## src/rtl/morse_pkg.sv

```systemverilog
// Shared constants, character type and Morse-encodable check for the character buffer.
// The check is only used when MORSE_CHAR_FILTER_EN is defined.
package morse_pkg;

   localparam int DATA_W    = 8;
   localparam int NUM_SLOTS = 12;
   localparam int IDX_W     = 4;

   localparam logic [DATA_W-1:0] CHAR_SPACE = 8'h20;
   localparam logic [DATA_W-1:0] RESET_CHAR = 8'h00;

   typedef logic [DATA_W-1:0] char_t;

   // Upper-case letters, digits and space are the only characters the encoder can send.
   function automatic logic is_morse_char(input char_t c);
      return ((c >= 8'h41) && (c <= 8'h5A)) ||
             ((c >= 8'h30) && (c <= 8'h39)) ||
             (c == CHAR_SPACE);
   endfunction

endpackage

```

## src/rtl/morse_char_buffer_char_slot.sv

```systemverilog
// One character slot of the Morse buffer: a DATA_W register with
// synchronous reset (priority) and load enable.
module char_slot
   import morse_pkg::*;
(
   input  logic  clk,
   input  logic  rst,
   input  logic  load,
   input  char_t d,
   output char_t q
);

   always_ff @(posedge clk) begin
      if (rst) begin
         q <= RESET_CHAR;
      end else if (load) begin
         q <= d;
      end
   end

endmodule

```

## src/rtl/morse_char_buffer.sv

```systemverilog
// Twelve-slot character store feeding the Morse encoder; conta_carac 1..12 selects the slot.
// Define MORSE_CHAR_FILTER_EN to replace non-encodable characters with a space before storage.
module morse_char_buffer
   import morse_pkg::*;
(
   input  logic              CLK,
   input  logic              RST,
   input  logic [DATA_W-1:0] datos,
   input  logic [IDX_W-1:0]  conta_carac,
   output logic [DATA_W-1:0] reg1,
   output logic [DATA_W-1:0] reg2,
   output logic [DATA_W-1:0] reg3,
   output logic [DATA_W-1:0] reg4,
   output logic [DATA_W-1:0] reg5,
   output logic [DATA_W-1:0] reg6,
   output logic [DATA_W-1:0] reg7,
   output logic [DATA_W-1:0] reg8,
   output logic [DATA_W-1:0] reg9,
   output logic [DATA_W-1:0] reg10,
   output logic [DATA_W-1:0] reg11,
   output logic [DATA_W-1:0] reg12
);

   logic [NUM_SLOTS-1:0] slot_en;
   char_t                store_char;
   char_t                slot_q [NUM_SLOTS];

   // Index 0 (idle) and 13..15 match no slot, so nothing is written for them.
   always_comb begin
      slot_en = '0;
      for (int i = 0; i < NUM_SLOTS; i++) begin
         if (conta_carac == IDX_W'(i + 1)) begin
            slot_en[i] = 1'b1;
         end
      end
   end

`ifdef MORSE_CHAR_FILTER_EN
   always_comb begin
      store_char = is_morse_char(datos) ? datos : CHAR_SPACE;
   end
`else
   always_comb begin
      store_char = datos;
   end
`endif

   for (genvar g = 0; g < NUM_SLOTS; g++) begin : g_slot
      char_slot u_slot (
         .clk  (CLK),
         .rst  (RST),
         .load (slot_en[g]),
         .d    (store_char),
         .q    (slot_q[g])
      );
   end

   assign reg1  = slot_q[0];
   assign reg2  = slot_q[1];
   assign reg3  = slot_q[2];
   assign reg4  = slot_q[3];
   assign reg5  = slot_q[4];
   assign reg6  = slot_q[5];
   assign reg7  = slot_q[6];
   assign reg8  = slot_q[7];
   assign reg9  = slot_q[8];
   assign reg10 = slot_q[9];
   assign reg11 = slot_q[10];
   assign reg12 = slot_q[11];

endmodule

```

## config.mk

```make
export PLATFORM = sky130hd
export DESIGN_NAME = morse_char_buffer
export DESIGN_NICKNAME = d
export VERILOG_FILES = /design/src/rtl/morse_pkg.sv /design/src/rtl/morse_char_buffer_char_slot.sv /design/src/rtl/morse_char_buffer.sv
export SDC_FILE = /design/constraint.sdc
export NUM_CORES = 1
export LEC_CHECK = 0
export ABC_AREA = 1
export CAP_MARGIN = 40
export CORE_ASPECT_RATIO = 1.25
export CORE_UTILIZATION = 52
export CTS_CLUSTER_SIZE = 16
export DETAILED_ROUTE_END_ITERATION = 10
export MAX_ROUTING_LAYER = met4
export PLACE_DENSITY_LB_ADDON = 0.05
export SLEW_MARGIN = 20
export SYNTH_ARGS = -nofsm -noshare
export SYNTH_HDL_FRONTEND = slang
export SYNTH_HIERARCHICAL = 1
export SYNTH_SLANG_ARGS = --single-unit
export TNS_END_PERCENT = 30
```

## constraint.sdc

```tcl
create_clock -name CLK -period 1.43 [get_ports CLK]
set_input_delay 0.286 -clock CLK [delete_from_list [all_inputs] [get_ports CLK]]
set_output_delay 0.286 -clock CLK [all_outputs]
set_load 0.02 [all_outputs]
```

# Yosys cells after proc, flatten, opt, wreduce, memory -nomap -nowiden

Cells that the tools add are included.

Bits of input ports: 14
Word-level logic and storage cells: 36
Bits in registers: 96

Equal/unequal tests: 12
Muxes and demuxes: 12

Operators with widths:

| kind               | count |
|---|---|
| $eq 4x4->1 const B | 5 |
| $eq 4x3->1 const B | 4 |
| $mux 1             | 12 |
| $eq 4x2->1 const B | 2 |
| $eq 4x1->1 const B | 1 |

# Logic depth before layout (Yosys ltp)

Word-level depth: 2
Mapped depth: 8
Gate-level depth less buffers: 6

# By module

Netlist, hierarchy kept.

Modules (own cells, without submodules):

| module            | area an instance (sq um) | times used | cells each |
|---|---|---|---|
| char_slot         | 341.6                    | 12         | 51 |
| morse_char_buffer | 95.1                     | 1          | 24 |

# Worst setup path after synthesis

OpenSTA, ideal clock, no wires.

Path type: in2reg
Start point: input port conta_carac[1]
End point: register g_slot[0].u_slot.q[6]
Setup time: 0.114 ns
Stages: 8
Arrival time: 0.906 ns
Setup slack: 0.410 ns
Data required time: 1.316 ns
Path through: inv_1 > nand2_1 > nor2_1 > buf_6 > buf_6 > nand2_1 > nand2_1 > nor2_2

Longest elaborated chain between the ends: 2

Ends and longest elaborated chain:

| element              | line                              | source |
|---|---|---|
| from (decl)          | morse_char_buffer.sv:9            | `input logic [IDX_W-1:0] conta_carac,` |
| $eq 4x1->1           | morse_char_buffer.sv:32           | `if (conta_carac == IDX_W'(i + 1)) begin` |
| $mux 1               | morse_char_buffer.sv:32           |  |
| named net slot_en[0] | morse_char_buffer.sv:24           | `logic [NUM_SLOTS-1:0] slot_en;` |
| to (signal assigned) | morse_char_buffer_char_slot.sv:15 | `q <= RESET_CHAR;` |
| to (signal assigned) | morse_char_buffer_char_slot.sv:17 | `q <= d;` |
| to (decl)            | morse_char_buffer_char_slot.sv:10 | `output char_t q` |

The timed path passes the listed nets, and every way through them passes these cells.
A chain may end at the register's enable or synchronous reset.

# Final worst setup path

Start point: register g_slot[3].u_slot.q[5]
End point: output port reg4[5]

RTL lines:

| element                | line                              | source |
|---|---|---|
| from (decl)            | morse_char_buffer_char_slot.sv:10 |  |
| from (signal assigned) | morse_char_buffer_char_slot.sv:15 |  |
| from (signal assigned) | morse_char_buffer_char_slot.sv:17 |  |
| to (decl)              | morse_char_buffer.sv:13           | `output logic [DATA_W-1:0] reg4,` |

No word-level cell between the ends.

==> out/qor.yml <==
synthXorXnorAreaFrac: 0
dr_total_vias: 3782
synth_top_family_by_area: "simple AND/OR/NAND/NOR gates"
cts_hold_buf: 0
synth_cell_types: 8
h-tree-depth: 3
areaGrowthSynthToFinish_pct: 31.8
power_frac_clock: 0.333
syn_nets: 650
nets: 768
post-route-cell-area_um2: 5530
dieWidth_um: 82.3
drive_gt1_frac: 0.0843
cts_inserted_buffers: 9
multi_input_area_um2: 1580
gr-total-overflow: 0
worstMarginPinSlew_ns: 0.263
power_density_nw_per_um2: 973
p_sw_mw: 1.41
drc: 0
fin_skew_ns: 0
antenna_found_initial: 0
firstDrtPassIters: 4
worst-path-max-fanout: 2
ios: 110
fin_ws_ns: 0.0574
synthMuxAreaShare: 0
largestRegisters: "g_slot.u_slot/q (96)"
grt_pass1_vias: 3295
crit_family: "flip-flops"
crit_slowest_cell: "dfxtp_1"
clk_path_buf_depth: 2
p_int_mw: 3.97
seq_power_share: 0.523
max_freq_ghz: 0.729
die_h_um: 102
port-buffer-count: 109
syn_avg_cell_area_um2: 6.59
finalMaxSlewViolations: 0
grt_first_pass_wirelength_um: 15000
largest_register_ffs: 96
min_period_ns: 1.37
cts_resized: 96
routed_via_density: 4.43
worstSetupEndpointType: "primary output"
setup_viol: 0
cp_data_arrival_time_ns: 1.09
rsz0062_at_grt: "false"
core-area_um2: 7790
clock_tree.root_cell: "clkbuf_8"
synth-simple-area-share: 0.377
drv_cap: 0
leakage_nw: 3.15
switching_share: 0.261
synth_compound_area_frac: 0
path_cells: "dlygate4sd2_1"
syn-instance-count: 636
routed_wl_um: 9650
grt_max_degree: 17
regArea_um2: 1920
synthAdderAreaFrac: 0
nFillCells: 728
hold_viol: 0
cp-start-kind: "flop"
insertion_delay_ns: 0.36
regMostFlops: "g_slot.u_slot/q"
peakVddDrop_v: 0.000702
path_clk_slew_ns: 0.09
initial_utilization: 0.538
relSlewSlack: 0.825
drt_iter0_drc: 203
design.die.area_um2: 8430
required_ns: 1.14
hpwl_um: 6710
status: "completed"
gp_congestion: 0.771
insertedDiodeCount: 0
final_util: 0.709
min_path_type: "reg2reg"
r2r_setup_slack_ns: 0.82
crit_buf_inv: 1
dpl_worst_slack_ns: -0.143
fin_tns_setup_ns: 0
p_comb_frac: 0.144
seq_area_frac_synth: 0.458
path_class: "reg2out"
rows: 36
cts.sinks: 96
ys_seq_elements: 96
critPathMaxStageDelay_ns: 0.38
ant_nets: 0
min_period_over_period: 0.960
cts_tree: "built"
grt_usage: 0.249
netlist_area_um2: 4190
post-cts-setup-buffer-count: 0
ys_warn_count: 6
wl_per_cell_um: 11.3
placed_area_um2: 5450
[cell type report]
cell class              instances  area share
clock buffers                  13      0.0287
clock inverters                 3     0.00724
inverters                     112      0.0761
multi-input cells             404       0.286
flip-flops and latches         96       0.348
well taps                      95      0.0215
repair buffers                131       0.233
[cell usage after synthesis, drive strengths merged]
master  number  area (um^2)
dfxtp       96         1920
nand2      200          786
buf         24          270
inv        112          420
nor2       204          796
[logic make-up after synthesis]
kind of cell,count (synthesis)
AND/OR/NAND/NOR,404
buffers and inverters,136
flip-flops,96
[stage by stage]
stage | hold slack, ns | power [mW] | cells
floorplan | 0.474 | 3.34 | 636
global placement | 0.457 | 3.70 | 838
CTS | 0.470 | 5.42 | 854
detailed placement | 0.461 | 3.72 | 838
global route | 0.489 | 5.64 | 854
finish | 0.469 | 5.38 | 854
[final timing paths]
kind	from	end	cells after the start
setup / recovery	g_slot[3].u_slot/q[5]	reg4[5]	1
hold / removal	g_slot[1].u_slot/q[4]	g_slot[1].u_slot/q[4]	2
hold reg to reg	g_slot[1].u_slot/q[4]	g_slot[1].u_slot/q[4]	2
setup reg to reg	g_slot[0].u_slot/q[6]	g_slot[0].u_slot/q[6]	2
[metal layers]
layer	vias up	wire, um	GRT usage
li1	2021	-	-
met1	1647	4300	0.294
met2	99	4670	0.404
met3	15	497	0.0536
met4	0	176	0.107
met5	-	0	-
[cells in the final DEF (no fill, tap or decap)]
cell	instances
nor2_1	192
inv_1	110
inv_2	2
nor2_2	12
clkinv_2	2
clkdlybuf4s50_1	13
clkbuf_8	11
nand2_1	186
buf_12	12
clkbuf_1	2
buf_4	10
dlygate4sd2_1	96
nand2_2	14
dfxtp_1	96
bufinv_16	1
[power groups by stage]
stage	combinational [mW]	sequential [mW]	clock, mW
floorplan	0.350	2.99	0
global placement	0.823	2.88	0
detailed placement	0.841	2.88	0
CTS	0.780	2.82	1.82
global route	0.857	2.83	1.95
finish	0.774	2.81	1.79
Power figures use the tool's default switching activity.
==> RTL edit (same flow settings) <==
Register the input `conta_carac` before use. The logic sees it one clock later. The other inputs are not delayed to match.
--- a/src/rtl/morse_char_buffer.sv
+++ b/src/rtl/morse_char_buffer.sv
@@ -21,6 +21,12 @@
    output logic [DATA_W-1:0] reg12
 );
 
+   logic [IDX_W-1:0] conta_carac_q;
+
+   always_ff @(posedge CLK) begin
+      conta_carac_q <= conta_carac;
+   end
+
    logic [NUM_SLOTS-1:0] slot_en;
    char_t                store_char;
    char_t                slot_q [NUM_SLOTS];
@@ -29,7 +35,7 @@
    always_comb begin
       slot_en = '0;
       for (int i = 0; i < NUM_SLOTS; i++) begin
-         if (conta_carac == IDX_W'(i + 1)) begin
+         if (conta_carac_q == IDX_W'(i + 1)) begin
             slot_en[i] = 1'b1;
          end
       end
Formal check against the unedited RTL: not equivalent (Yosys sat finds a counterexample within 4 cycles, from zero or initial values and one cycle with RST high).
==> RTL edit against the original RTL <==
  * Final cell count is 0.35% higher
  * Routed wire length is 4.3% higher
  * Synthesized area is 1.9% higher
  * Clock skew is 0.0058 ns higher
  * Count of clock-buffer cells in the layout stayed put
  * Register-to-register slack worse by 0.55 ns
  * Fmax is 0.57% higher
  * Sequential cell count is 4 higher
  * Worst setup slack better by 0.0077 ns
  * Clock power is 3% higher
  * Synthesized cell count is 0.63% higher
  * Power is 3.4% higher
  * Cell area is 0.72% higher
  * Critical path type unchanged
  * Critical endpoint is now reg11[1]
  * Largest cell class unchanged
==> RTL edit: results (changes against the original RTL) <==
Synth
  • Synth Area in XOR/XNOR: 0% (unchanged)
  • Gate Count Post-Synth: 640 (+0.63%)
  • Synthesized net count: 654 (+0.62%)
  • Dominant cells by area after synthesis: dfxtp_1 47%, nor2_1 17%, nand2_1 16%, inv_1 9.7%, buf_6 6.3%
  • Library cells used by synthesis: 8 (unchanged)
  • Synth Warn #: 6 (unchanged)
  • List of most frequent post-synthesis cells: 192 x nor2_1, 186 x nand2_1, 110 x inv_1, 100 x dfxtp_1, 24 x buf_6
  • Fraction of the mapped netlist area in adder cells: 0% (unchanged)
  • Seq/Total Area, Yosys: 46.8% (+1.0 points)

Drt
  • DRT Pass-1 Iters: 4 (unchanged)
  • DR iter-0 viols: 247 (+22%)
  • Wire length per cell after detailed routing: 11.7 µm (+4.0%)
  • Vias per cell: 4.50 (+1.5%)

Clocking
  • CTS clock-pin slew for the worst setup and hold paths: 0.09 ns (about the same)
  • Post-CTS Setup Inserts: 0 (unchanged)
  • Root Buffer: clkbuf_8
  • Clock latency on the worst-skew pair: 0.36 ns (about the same)
  • Clock buffer depth: 2 (unchanged)
  • # H-tree levels: 3 (unchanged)

Worst setup path
  • FF-to-FF setup slack: 0.27 ns (-0.55 ns)
  • R2r endpoint: g_slot[11].u_slot/q[7]
  • Max Fanout on Critical Path: 2 (unchanged)
  • CP max stage cell: dfxtp_1
  • CP Capture Point: reg11[1]
  • Worst EP arrival: between 1 and 1.5 ns
  • Crit path launch: g_slot[10].u_slot/q[1]
  • FF-to-FF Start: conta_carac_q[1]
  • R2R depth: 7 (+5)

Power and ir drop
  • Leak: 3.17 nW (+0.61%)
  • Max VDD drop: 0.681 mV (-3.0%)

Cells and area
  • Layout cells sized above 1: 8.27% (-0.16 points)
  • Post-Layout Cell Count: 857 (+0.35%)
  • Top flop regs: g_slot.u_slot/q x96, conta_carac_q x4
  • Fin nets: 771 (+0.39%)
  • Fill cell count: 723 (-0.69%)

Worst hold path
  • Hold Path Cell Cnt: 1 (-1)
  • HP Class: input pin to register

GRT
  • Largest net degree at the start of global routing: 17 (unchanged)
  • Global-route wire length before repair: 16.0 mm (+7.0%)
  • Number of global-route vias before repair: 3475 (+5.5%)
  • Initial antenna violation count: 0 (unchanged)
  • Total track usage: 24.7% (-0.20 points)

STA
  • Rel. slew slack: 83.7% (+1.1 points)
  • Clock Skew: 0.00577 ns (+0.00577 ns)

Outcome
  • Outcome: finished, final reports clean

Placement
  • PortBufs: 109 (unchanged)
  • Placer Congestion: 0.789 (+2.3%)
  • Post-DP HPWL: 6.76 mm (+0.80%)
  • Placed cells: 841 (+0.36%)
==> RTL edit: layout make-up <==
type	instances	share of cell area [%]
tap	95	2.13
multi-input combinational	404	28.4
timing repair buffer	130	22.3
clock inverter	3	0.787
clock buffer	13	2.85
inverter	112	7.55
sequential	100	36.0
==> RTL edit: where the power goes <==
group          leakage (nW)  internal (W)  switching, W
sequential            0.814       0.00289     0.0000586
clock                 0.104      0.000911      0.000927
combinational          2.25      0.000307      0.000471
total                  3.17       0.00410       0.00146
==> RTL edit: cell families (layout without fill, tap and decap cells) <==
kind of cell           count (synthesis)  after routing
buffers and inverters                136            258
and+or+nand+nor                      404            404
DFF                                  100            100
==> RTL edit: worst min-delay path by stage <==
| stage | startpoint | endpoint |
|---|---|---|
| after global placement | g_slot[8].u_slot/q[1] | g_slot[8].u_slot/q[1] |
| final | conta_carac[3] | conta_carac_q[3] |
| after detailed placement | g_slot[11].u_slot/q[4] | g_slot[11].u_slot/q[4] |
| after CTS | conta_carac[3] | conta_carac_q[3] |
| after global routing | conta_carac[2] | conta_carac_q[2] |
| after floorplan | conta_carac[0] | conta_carac_q[0] |
==> RTL edit: repair_timing <==
item / CTS / global route
setup endpoints to repair: 96 / 1
gates cloned: 0 / 0
resized for setup: 96 / 1
==> RTL edit: metrics by stage <==
| stage | hold WS, ns | cell area, µm² | worst slack (ns) |
|---|---|---|---|
| after floorplan | 0.314 | 4270 | 0.378 |
| after global placement | 0.457 | 5480 | 0.0919 |
| after detailed placement | 0.462 | 5480 | 0.0624 |
| after CTS | 0.348 | 5570 | 0.0440 |
| after global routing | 0.346 | 5570 | 0.0231 |
| final | 0.361 | 5570 | 0.0651 |
==> RTL edit: layer usage <==
layer  up-vias  part of all wire, %  global-route usage [%]
met4         0                  1.5                    11.3
li1       2033                    -                       -
met5         -                    0                       -
met2        99                   48                    42.3
met3        17                  4.8                    4.37
met1      1705                   46                    28.6
